<file path="config.mk">
export PLATFORM = sky130hd
export DESIGN_NAME = bcd_display_scanner
export DESIGN_NICKNAME = d
export VERILOG_FILES = /design/src/rtl/bcd_display_scanner.sv
export SDC_FILE = /design/constraint.sdc
export NUM_CORES = 1
export LEC_CHECK = 0
export ABC_AREA = 0
export CORE_UTILIZATION = 30
export CTS_BUF_LIST = sky130_fd_sc_hd__clkbuf_4 sky130_fd_sc_hd__clkbuf_8 sky130_fd_sc_hd__clkbuf_16
export DETAILED_ROUTE_END_ITERATION = 16
export RECOVER_POWER = 25
export SLEW_MARGIN = 40
export SYNTH_ARGS = -nofsm -noshare
export SYNTH_HDL_FRONTEND = slang
export SYNTH_SLANG_ARGS = --single-unit
export TNS_END_PERCENT = 100
</file>
<file path="constraint.sdc">
create_clock -name CLK -period 2.4 [get_ports CLK]
set_input_delay 0.24 -clock CLK [delete_from_list [all_inputs] [get_ports CLK]]
set_output_delay 0.24 -clock CLK [all_outputs]
set_load 0.005 [all_outputs]
</file>
<file path="src/rtl/bcd_display_scanner.sv">
// bcd_display_scanner: takes DIGITS packed BCD digits, snapshots them once
// per frame and time-multiplexes them onto a single seven-segment display.
//
// Parameters
//   DIGITS    number of BCD digits scanned (>= 1)
//   SCAN_DIV  clock cycles each digit is held (>= 1)
//
// Ports
//   CLK         system clock, rising-edge active
//   Clear       asynchronous active-high reset
//   Enable      scan enable, sampled on CLK rising edge
//   BCD_in      packed digits, BCD_in[3:0] is digit 0
//   Seg         segment drive {g,f,e,d,c,b,a}, active-high
//   Digit_sel   one-hot digit enable, bit i selects digit i
//   Frame_done  one-cycle pulse on the last cycle of each frame
//
// Optional build macro
//   LZB_EN      leading-zero blanking: digits above the most significant
//               nonzero digit (captured at LOAD) show blank segments.
module bcd_display_scanner #(
  parameter int unsigned DIGITS   = 4,
  parameter int unsigned SCAN_DIV = 4
) (
  input  logic                  CLK,
  input  logic                  Clear,
  input  logic                  Enable,
  input  logic [4*DIGITS-1:0]   BCD_in,
  output logic [6:0]            Seg,
  output logic [DIGITS-1:0]     Digit_sel,
  output logic                  Frame_done
);

  localparam int unsigned BCD_W = 4 * DIGITS;
  localparam int unsigned IDX_W = (DIGITS > 1) ? $clog2(DIGITS) : 1;
  localparam int unsigned DIV_W = (SCAN_DIV > 1) ? $clog2(SCAN_DIV) : 1;

  typedef enum logic [1:0] {
    IDLE = 2'd0,
    LOAD = 2'd1,
    SCAN = 2'd2
  } state_e;

  state_e             state_q, state_d;
  logic [IDX_W-1:0]   idx_q, idx_d;
  logic [DIV_W-1:0]   div_q, div_d;
  logic [BCD_W-1:0]   snap_q, snap_d;
  logic               last_div, last_idx;
  logic [3:0]         cur_digit;

`ifdef LZB_EN
  logic [IDX_W-1:0]   lz_q, lz_d;
  logic [IDX_W-1:0]   msnz;
`endif

  // Seven-segment decode, gfedcba; codes 10-15 show "E".
  function automatic logic [6:0] seg_decode(input logic [3:0] d);
    case (d)
      4'd0:    seg_decode = 7'h3F;
      4'd1:    seg_decode = 7'h06;
      4'd2:    seg_decode = 7'h5B;
      4'd3:    seg_decode = 7'h4F;
      4'd4:    seg_decode = 7'h66;
      4'd5:    seg_decode = 7'h6D;
      4'd6:    seg_decode = 7'h7D;
      4'd7:    seg_decode = 7'h07;
      4'd8:    seg_decode = 7'h7F;
      4'd9:    seg_decode = 7'h6F;
      default: seg_decode = 7'h79;
    endcase
  endfunction

  assign last_div = (div_q == DIV_W'(SCAN_DIV - 1));
  assign last_idx = (idx_q == IDX_W'(DIGITS - 1));

`ifdef LZB_EN
  // Index of the most significant nonzero digit; 0 when all digits are zero,
  // so digit 0 is never blanked. Invalid codes are nonzero by construction.
  always_comb begin
    msnz = '0;
    for (int i = 0; i < int'(DIGITS); i++) begin
      if (BCD_in[4*i +: 4] != 4'd0) msnz = IDX_W'(i);
    end
  end
`endif

  // State and datapath registers.
  always_ff @(posedge CLK or posedge Clear) begin
    if (Clear) begin
      state_q <= IDLE;
      idx_q   <= '0;
      div_q   <= '0;
      snap_q  <= '0;
`ifdef LZB_EN
      lz_q    <= '0;
`endif
    end else begin
      state_q <= state_d;
      idx_q   <= idx_d;
      div_q   <= div_d;
      snap_q  <= snap_d;
`ifdef LZB_EN
      lz_q    <= lz_d;
`endif
    end
  end

  // Next-state logic.
  always_comb begin
    state_d = state_q;
    idx_d   = idx_q;
    div_d   = div_q;
    snap_d  = snap_q;
`ifdef LZB_EN
    lz_d    = lz_q;
`endif
    case (state_q)
      IDLE: begin
        if (Enable) state_d = LOAD;
      end
      LOAD: begin
        snap_d  = BCD_in;
        idx_d   = '0;
        div_d   = '0;
`ifdef LZB_EN
        lz_d    = msnz;
`endif
        state_d = SCAN;
      end
      SCAN: begin
        if (!last_div) begin
          div_d = div_q + DIV_W'(1);
        end else if (!last_idx) begin
          idx_d = idx_q + IDX_W'(1);
          div_d = '0;
        end else begin
          // Frame complete: Enable only matters here, never mid-frame.
          idx_d   = '0;
          div_d   = '0;
          state_d = Enable ? LOAD : IDLE;
        end
      end
      default: state_d = IDLE;
    endcase
  end

  // Moore output decode from registered state only.
  always_comb begin
    Seg        = '0;
    Digit_sel  = '0;
    Frame_done = 1'b0;
    cur_digit  = '0;
    if (state_q == SCAN) begin
      for (int i = 0; i < int'(DIGITS); i++) begin
        if (idx_q == IDX_W'(i)) begin
          Digit_sel[i] = 1'b1;
          cur_digit    = snap_q[4*i +: 4];
        end
      end
      Seg = seg_decode(cur_digit);
`ifdef LZB_EN
      if (idx_q > lz_q) Seg = '0;
`endif
      Frame_done = last_div && last_idx;
    end
  end

endmodule

</file>
Word level (Yosys, flattened, before mapping)
Memories as Yosys holds them, arrays and structs flattened. Index checks and enable logic that the tools add are counted.

Bits in read-only memories: 112. Memories: 1. Register bits: 22. Input port bits: 19.

Memory list: (no name shown) (words 16, bits a word 7, rd ports 1, clocked after Yosys merged registers in 0, wr ports 0, RTL line 57) `case (d)`.

Reductions and logical operators: 6. Eq/ne operators: 9. Multiplexer cells: 22. $add $sub $neg: 2.

Operators by type and width (number): $mux 4 (6); $mux 2 (6); $eq 2x2->1 const B (4); $pmux 2 s2 (2); $mux 7 (1); $mux 1 (6); $ne 2x2->1 const B (3); $pmux 2 s3 (1); $add 2x1->2 const B (2); $eq 2x1->1 const B (2); $logic_not 2->1 (2); $reduce_and 3->1 (1); $reduce_and 2->1 (1); $reduce_bool 2->1 (1); $logic_and 1x1->1 (1).

Logic depth before layout (Yosys ltp)
An unclocked memory read counts as a cell.

Depth in word-level cells: 8. Gate-level depth with buffers: 9.

Worst setup path before layout
No wires, ideal clock.

Path type: register -> output. Start: register idx_q[0]. End: output port Seg[4]. Stages on the path, launching flop included: 10. Path slack: 0.113 ns. Arrival time: 2.047 ns. Cells stage by stage: dfrtp_1 ha_1 buf_6 or2_0 buf_2 o221ai_2 inv_1 ha_1 mux2_4 o21a_1.

Word-level cells in the longest chain between the ends: 8. Elaborated cells on any way between the ends: 11.

Ends and longest elaborated chain: start, declared (RTL line 44) `logic [IDX_W-1:0] idx_q, idx_d;`; start signal, assigned (RTL line 98) `idx_q <= idx_d;`; $logic_not 2->1 (RTL line 154) `if (idx_q == IDX_W'(i)) begin`; $mux 4 (3 in series) (RTL line 154); $mux 4 (*) (RTL line 154); $mux 4 (*) (RTL line 152) `if (state_q == SCAN) begin`; $mem_v2 16x7 (*); $mux 7 (*) (RTL line 152); end, declared (RTL line 28) `output logic [6:0] Seg,`.

Every way passes the cells marked *; elsewhere a longest branch is shown, timed or not. The select of a mux whose other input is x is not followed.

Worst setup path after layout
Start: register idx_q[1]. End: output port Seg[4].

The elaborated chain is that of the path after synthesis.

==> run_results.csv <==
group,metric,value,unit
clock_network,clk_pin_slew,0.08,ns
clock_network,cts_buffers,3,
sta,slew_viol_final,0,
synthesis,synth_area_per_cell,10.91,um^2
placement,pre_cts_ws,-0.3013,ns
worst_setup_path,cp_cell_sequence,"ha_2 -> or2_4 -> buf_6 -> o221ai_4 -> buf_6 -> mux2_4 -> o21a_1 -> buf_2",
run,drv_cap,0,
synthesis,synthesis.area,1396,um^2
clock_network,clock-sinks,22,
synthesis,synth_edf_count,0,
status,status,"finished, violations left",
synthesis,syn-instance-count,128,
synthesis,synth-warning-count,0,
grt,antenna_found_initial,0,
synthesis,async_flop_share,1.000,
placement,hpwlAfterDp,2482,um
clock_network,root_buffer,"clkbuf_8",
finish,seq_area,551.8,um^2
sta,period_share,1.040,
clock_network,cts_buffer_depth,2,
sta,slew-limit-headroom,0.4462,
sta,max_clock_freq,0.4005,GHz
sta,fin_setup_tns,-0.2680,ns
sta,worst-slew-pin-transition,0.8297,ns
floorplanning,core-area,4414,um^2
grt,grt_pass1_vias,1349,
sta,clock_skew,0.002750,ns
finish,multi_input_area,944.7,um^2
route,wire_per_inst,14.44,um
route,vias,1196,
synthesis,ys_ff_latch,22,
status,violations,"setup timing",
placement,place_congestion,0.7743,
route,ant_nets,0,
floorplanning,dieArea,4932,um^2
sta,hold_violations,0,
worst_setup_path,arrival,2.26,ns
sta,whs,0.5211,ns
sta,min_period,2.497,ns
floorplanning,io-pin-count,31,
finish,final_nets,222,
route,wl,3479,um
worst_setup_path,critPathMaxStageDelay,0.45,ns
worst_setup_path,crit_buf_inv,3,
route,drc,0,
sta,finalWorstSetupSlack,-0.09679,ns
worst_setup_path,crit_family,"flip-flops",
synthesis,synth_flop_cell,"dfrtp_1",
grt,grt_start_max_net_pins,23,
route,avgViaCountPerCell,4.963,
finish,utilization,0.5045,
floorplanning,die_y,70.23,um
grt,grt_pass1_wl,5927,um
finish,area_delta_synth_final,59.50,%
pwr,max-vdd-ir-drop,0.3352,mV
grt,grt-ovfl-total,0,
worst_setup_path,crit_fanout,5,
finish,diodes,0,
worst_setup_path,path_class,"reg2out",
pwr,power_leakage,0.9680,nW
synthesis,synth_cell_types,32,
finish,final_layout_size_suffix_gt1_frac,0.4815,
sta,rsz0062_at_grt,"true",
sta,finalSetupViolCount,7,
worst_setup_path,startpoint_type,"register",
placement,numPortBuffers,30,
pwr,power_density,1098,nW/um^2
synthesis,syn-num-nets,160,
worst_hold_path,hold_class,"reg2reg",
worst_setup_path,worstSetupEndpointType,"primary output",
route,drt_pass1_iterations,4,
route,drtIter0Drc,23,
finish,n_fill_cell,385,
clock_network,cts_tree,"done",
floorplanning,num_rows,24,
floorplanning,initial_utilization,0.3163,
worst_setup_path,path_common_cell,"buf_6",
clock_network,insertion_delay,0.27,ns
floorplanning,die_x,70.23,um
worst_setup_path,cp.required,2.16,ns
grt,grt_usage,0.1519,
synthesis,synth-seq-area-share,0.3943,
worst_setup_path,cp_slowest_cell,"dfrtp_2",
clock_network,cts_max_level,1,
[cells in the final DEF (no fill, tap or decap), drive strengths merged, types with 4 or more instances in the layout]
master	synthesis	layout
mux2i	5	5
o21a	5	5
inv	10	10
o21ai	7	7
a21oi	5	5
mux2	18	18
nor2	4	4
clkdlybuf4s50	0	22
buf	3	39
nand2	10	10
ha	13	13
dfrtp	22	22
and2	4	4
nand2b	6	6
[where the power goes]
part           internal [W]  switching (W)
Sequential         0.000542       0.000130
Clock              0.000223       0.000123
Combinational      0.000827       0.000601
Total               0.00159       0.000854
[synth_stat cells, types with 2 or more instances]
master | instances | area share
buf_2 | 2 | 0.0072
dfrtp_1 | 22 | 0.39
nand2b_1 | 6 | 0.027
o21a_1 | 5 | 0.027
o21ai_0 | 6 | 0.022
clkbuf_1 | 2 | 0.0054
mux2_2 | 17 | 0.14
a32o_1 | 2 | 0.014
inv_1 | 10 | 0.027
nand2_1 | 9 | 0.024
and2_1 | 4 | 0.018
a21oi_1 | 4 | 0.014
nor2_1 | 4 | 0.011
mux2i_1 | 5 | 0.036
ha_1 | 13 | 0.12
[kinds of logic after synthesis]
family	Yosys count	share of synthesized area
AOI/OAI and AO/OA	26	0.1514
adders and majority gates	13	0.1165
buffers and inverters	15	0.04750
DFF	22	0.3943
muxes	23	0.1837
and+or+nand+nor	29	0.1066
[registers in the layout (all words and copies together) (netlist names)]
name and flops:
idx_q 2, div_q 2, snap_q 16, state_q 2
[final timing paths]
kind                       slack [ns]  cells after the start  startpoint          to
max                              -0.1                      8    idx_q[1]      Seg[4]
min                              0.52                      1  snap_q[13]  snap_q[13]
max reg2reg                      0.92                      6  state_q[0]    idx_q[1]
min reg2reg                      0.52                      1  snap_q[13]  snap_q[13]
max in group asynchronous        1.26                      2       Clear    idx_q[1]
min in group asynchronous        0.57                      2       Clear    idx_q[0]
[layer usage]
metal | part of all wire | global-route usage | wire [um]
met1 | 0.38 | 0.1608 | 1331
met2 | 0.55 | 0.2889 | 1913
met3 | 0.032 | 0.01876 | 113
met4 | 0.035 | 0.07778 | 121
met5 | 0 | 0 | 0
[final cells by class]
class	count	share of cell area
Clock buffer	3	0.01854
Clock inverter	1	0.01348
Inverter	10	0.01685
Multi-Input combinational cell	91	0.4242
Sequential cell	22	0.2478
Tap cell	52	0.02921
Timing Repair Buffer	62	0.2500
[stage by stage]
| step | std cells | power (W) | cell area [um^2] |
|---|---|---|---|
| after floorplan | 128 | 0.001355 | 1396 |
| after detailed placement | 221 | 0.001737 | 1853 |
| after global routing | 241 | 0.002608 | 2227 |
| after CTS | 237 | 0.002325 | 2120 |
| final | 241 | 0.002446 | 2227 |
| after global placement | 221 | 0.001681 | 1853 |
[what timing repair did]
action                                  CTS  global route
hold buffers                              0             0
resized for setup                        60            13
pin swaps                                15             7
endpoints found under the setup margin    7             7
setup buffers                            12             4
Power figures use the tool's default switching activity.
